===== config.mk =====
export PLATFORM = sky130hd
export DESIGN_NAME = if_id_stage
export DESIGN_NICKNAME = d
export VERILOG_FILES = /design/src/rtl/if_id_stage.sv
export SDC_FILE = /design/constraint.sdc
export NUM_CORES = 1
export LEC_CHECK = 0
export CAP_MARGIN = 20
export CORE_MARGIN = 5
export CORE_UTILIZATION = 45
export DETAILED_ROUTE_END_ITERATION = 8
export PLACE_DENSITY = 0.8
export SLEW_MARGIN = 20
export SYNTH_ARGS = -nofsm -noshare
export SYNTH_HDL_FRONTEND = slang
export SYNTH_SLANG_ARGS = --single-unit

===== constraint.sdc =====
create_clock -name clk -period 10.5 [get_ports clk]
set_clock_uncertainty 0.2 [all_clocks]
set_input_delay 2.1 -clock clk [delete_from_list [all_inputs] [get_ports clk]]
set_output_delay 2.1 -clock clk [all_outputs]
set_load 0.02 [all_outputs]

===== src/rtl/if_id_stage.sv =====
// IF/ID pipeline register: two-entry (main + skid) buffer between fetch and decode
// with flush-to-bubble and pre-split DLX fields. Optional IFID_PERF_CNT_EN adds perf counters.
module if_id_stage (
  input  logic        clk,
  input  logic        reset,
  input  logic        in_valid,
  output logic        in_ready,
  input  logic [0:31] in_instr,
  input  logic [0:31] in_pc_plus4,
  input  logic        flush,
  output logic        out_valid,
  input  logic        out_ready,
  output logic [0:31] out_instr,
  output logic [0:31] out_pc_plus4,
  output logic [0:5]  out_opcode,
  output logic [0:4]  out_rs1,
  output logic [0:4]  out_rs2,
  output logic [0:4]  out_rd,
  output logic [0:5]  out_func,
  output logic [0:31] out_imm16,
  output logic [1:0]  fsm_state
`ifdef IFID_PERF_CNT_EN
  ,
  output logic [0:31] stall_cycles,
  output logic [0:31] flush_count
`endif
);

  localparam logic [0:31] NopInstr = 32'h54000000;

  // State is the pair {main_valid, skid_valid}; 2'b01 cannot occur.
  localparam logic [1:0] EMPTY = 2'b00;
  localparam logic [1:0] ONE   = 2'b10;
  localparam logic [1:0] FULL  = 2'b11;

  logic        main_valid;
  logic        skid_valid;
  logic [0:31] main_instr;
  logic [0:31] main_pc;
  logic [0:31] skid_instr;
  logic [0:31] skid_pc;
  logic        accept;
  logic        pop;

  // Handshake: a transfer happens on a cycle where valid and ready are both high and
  // flush is low; ready never depends combinationally on the partner's valid.
  assign in_ready  = !skid_valid;
  assign accept    = in_valid & in_ready & !flush;
  assign pop       = main_valid & out_ready & !flush;
  assign fsm_state = {main_valid, skid_valid};

  always_ff @(posedge clk) begin
    if (reset || flush) begin
      main_valid <= 1'b0;
      skid_valid <= 1'b0;
    end else begin
      case (fsm_state)
        EMPTY: begin
          if (accept) begin
            main_valid <= 1'b1;
            main_instr <= in_instr;
            main_pc    <= in_pc_plus4;
          end
        end
        ONE: begin
          if (accept && pop) begin
            main_instr <= in_instr;
            main_pc    <= in_pc_plus4;
          end else if (accept) begin
            skid_valid <= 1'b1;
            skid_instr <= in_instr;
            skid_pc    <= in_pc_plus4;
          end else if (pop) begin
            main_valid <= 1'b0;
          end
        end
        FULL: begin
          if (pop) begin
            main_instr <= skid_instr;
            main_pc    <= skid_pc;
            skid_valid <= 1'b0;
          end
        end
        default: begin
          main_valid <= 1'b0;
          skid_valid <= 1'b0;
        end
      endcase
    end
  end

  // Invalid entries are masked so decode always sees a clean bubble.
  assign out_valid    = main_valid;
  assign out_instr    = main_valid ? main_instr : NopInstr;
  assign out_pc_plus4 = main_valid ? main_pc : 32'h0;

  assign out_opcode = out_instr[0:5];
  assign out_rs1    = out_instr[6:10];
  assign out_rs2    = out_instr[11:15];
  assign out_rd     = out_instr[16:20];
  assign out_func   = out_instr[26:31];
  assign out_imm16  = {{16{out_instr[16]}}, out_instr[16:31]};

`ifdef IFID_PERF_CNT_EN
  always_ff @(posedge clk) begin
    if (reset) begin
      stall_cycles <= 32'h0;
      flush_count  <= 32'h0;
    end else begin
      if (main_valid && !out_ready && !flush)
        stall_cycles <= stall_cycles + 32'h1;
      if (flush && (main_valid || skid_valid))
        flush_count <= flush_count + 32'h1;
    end
  end
`endif

endmodule


==> out/summary.txt <==
==========================================================================================
Most heavily used metal layer in global routing                                       met2
Run status                                                                    finished, final reports clean
DPL Wire Length                                                               7440 microns
Arrival time reported for the critical path endpoint                               2.72 ns
Hold Violations, Final                                                                   0
Area share of the leading cell type in the synthesized netlist                       67.9%
Drt initial violations                                                                 154
Overall via count from detail_route                                                  3,133
Total power after layout                                                           1.22 mW
Overall die area                                                              0.0149 sq mm
Final worst path period need                                                       5.02 ns
Power per standard cell area                                                   156 mW/mm^2
Synthesized netlist net count                                                          414
Min-delay worst type                                                               reg2reg
Cell taking the most area after synthesis                                     sky130_fd_sc_hd__edfxtp_1
Total congestion overflow                                                                0
Syn. warnings                                                                            0
Aggregate negative setup slack                                                        0 ns
Filler cells                                                                           941
Remaining DRCs                                                                           0
Pin count of the biggest net entering global routing                                    71
Data required time at the worst endpoint                                           8.20 ns
Deepest clock path buffer count                                                          2
Wire length of the first global-routing pass                                  17,100 microns
Fraction of the cycle the final worst path needs                                     47.8%
Post-cts gate resize count                                                               0
TritonCTS buffer count                                                                  17
Average wire per standard cell                                                16.7 microns
Clk sink count                                                                         130
Critical path's slowest cell                                                  sky130_fd_sc_hd__dfxtp_2
Count of hold buffers inserted by post-cts repair                                        0
Leading cell type in the layout, fill and taps excluded                       sky130_fd_sc_hd__clkdlybuf4s50_1
Total number of H-tree levels                                                            4
Post CTS Setup Buffer Count                                                              0
Aggregate global-route resource usage                                                15.3%
Number of diodes                                                                         0
Leakage power                                                                      2.68 nW
Post-Layout Cell Count                                                                 670
Setup repair after global routing missed its margin                                  false
Via-per-instance ratio                                                                4.68
Starting density of the core                                                         45.4%
Initial DRT Pass Iterations                                                              4
GR Util met1                                                                         17.5%
Category of the critical setup timing path                                         reg2out
Category of the worst setup path launch point                                     register
Count of placed standard cells including taps                                          640
Type of element capturing the critical path                                   primary output
Total Nets Final                                                                       556
Achievable clock frequency                                                         199 MHz
Library cell used as clock root buffer                                        sky130_fd_sc_hd__clkbuf_16
Count of maximum capacitance violations                                                  0
Share of post-route cells with drive strength above 1                                18.5%
Number of buffers inserted by port buffering                                           195
Horiz. Die Dim                                                                 122 microns
Clock insertion delay at the later pin of the skew report                          0.41 ns
Wire length reported by the detailed router                                   11,200 microns
Core box area                                                                 0.0125 sq mm
Peak fanout along the critical path                                                     70
Via count of the first global-routing pass                                           3,252
Worst-case vdd ir drop                                                            0.139 mV
Height of the chip                                                             122 microns
CTS tree                                                                              done
Synthesized instance count                                                             345
Met3 GRT Util                                                                        6.13%
Register area share after synthesis                                                  68.6%
Max-slew violations                                                                      0
Normalized max-slew margin                                                           30.7%
Number of distinct library cells after synthesis                                        18
Met2 Use GR                                                                          25.4%
# IOs                                                                                  196
Worst path max stage delay                                                         1.01 ns
Number of setup violations in the final report                                           0
Crit path cell chain                                                          and2_1 -> clkdlybuf4s50_1
Combined area of all synthesized cells                                        0.00566 sq mm
Clock edge transition at the registers on the reported setup and hold paths        0.05 ns
Number of antenna violations at the first check in global routing                        0
Worst setup slack for register-to-register paths                                   7.59 ns
Top cells by area, synth                                                      sky130_fd_sc_hd__edfxtp_1 68%, sky130_fd_sc_hd__mux2_2 12%, sky130_fd_sc_hd__buf_4 8.1%, sky130_fd_sc_hd__and2_1 6.7%, sky130_fd_sc_hd__clkbuf_8 1.5%
Synth Register Bits                                                                    130
Final GP Congestion                                                                  0.697
Core Util, Final                                                                     62.8%
Core Rows                                                                               41
Worst-Margin Slew                                                                  1.04 ns
Syn_area_per_cell                                                               16.4 sq um
Syn-to-layout area delta                                                             38.2%
Commonest cells after routing, fill and taps aside                            195 x sky130_fd_sc_hd__clkdlybuf4s50_1, 128 x sky130_fd_sc_hd__edfxtp_1, 61 x sky130_fd_sc_hd__and2_1
Number of routed nets with antenna violations                                            0
==========================================================================================
## cell usage after synthesis
master                     number
sky130_fd_sc_hd__o21ai_0        3
sky130_fd_sc_hd__and2_1        61
sky130_fd_sc_hd__dfxtp_1        2
sky130_fd_sc_hd__clkbuf_2       1
sky130_fd_sc_hd__nand2b_1       3
sky130_fd_sc_hd__mux2_4         5
sky130_fd_sc_hd__clkbuf_1       6
sky130_fd_sc_hd__clkbuf_8       6
sky130_fd_sc_hd__or2b_1         1
sky130_fd_sc_hd__nor2_1         3
sky130_fd_sc_hd__nor4_1         1
sky130_fd_sc_hd__buf_4         61
sky130_fd_sc_hd__mux2_2        59
sky130_fd_sc_hd__nand2_1        1
sky130_fd_sc_hd__edfxtp_1     128
sky130_fd_sc_hd__a21boi_0       1
sky130_fd_sc_hd__nand2_4        1
sky130_fd_sc_hd__inv_1          2
## sequential cells by signal, indices dropped and copies added (netlist names)
signal,cells
main_instr,32
main_pc,32
skid_instr,32
skid_pc,32
out_valid,1
skid_valid,1
## area by class of cell
cell class,instances,area [sq um],area share (%)
Inverter,2,7.51,0.0960
Clock buffer,22,444,5.68
Multi-Input combinational cell,139,1220,15.5
Tap cell,172,215,2.75
Timing Repair Buffer,197,1970,25.1
Sequential cell,130,3880,49.7
Clock inverter,8,88.8,1.14
## metrics by stage
| stage | hold slack, ns | cell area (sq um) | worst slack, ns |
|---|---|---|---|
| after floorplan | 0.325 | 5660 | 1.23 |
| after global placement | 0.330 | 7290 | 5.92 |
| after detailed placement | 0.334 | 7290 | 5.78 |
| after CTS | 0.348 | 7820 | 5.33 |
| after global routing | 0.353 | 7820 | 5.22 |
| final | 0.346 | 7820 | 5.48 |
## critical path, delay by kind of cell (launching register included)
kind                   cells  cell delay (ns)
buffers and inverters      1             0.72
AND/OR/NAND/NOR            1             0.58
flip-flops                 1             1.01
## path summary, 6_finish.rpt
| path | start | endpoint | cells past startpoint |
|---|---|---|---|
| setup / recovery | out_valid | out_imm16[6] | 2 |
| hold / removal | skid_pc[4] | main_pc[4] | 1 |
| setup reg to reg | out_valid | skid_instr[10] | 3 |
| hold reg to reg | skid_pc[4] | main_pc[4] | 1 |
## cell families after synthesis
logic type | Yosys count | share of synthesized area, %
compound gates | 4 | 0.398
buf+inv | 76 | 10.2
flops | 130 | 68.6
mux | 64 | 13.1
simple gates | 71 | 7.78
## routing by layer
layer	vias to the layer above	share of wire, %
met5	-	0
met4	0	1.6
met3	17	8.9
met2	139	49
met1	1512	40
li1	1465	-
## where the power goes
| part | internal (mW) | switching, mW | total (mW) |
|---|---|---|---|
| sequential | 0.581 | 0.00425 | 0.585 |
| clock | 0.342 | 0.194 | 0.536 |
| combinational | 0.0555 | 0.0401 | 0.0956 |
No activity file was read; power rests on OpenSTA's default activity.
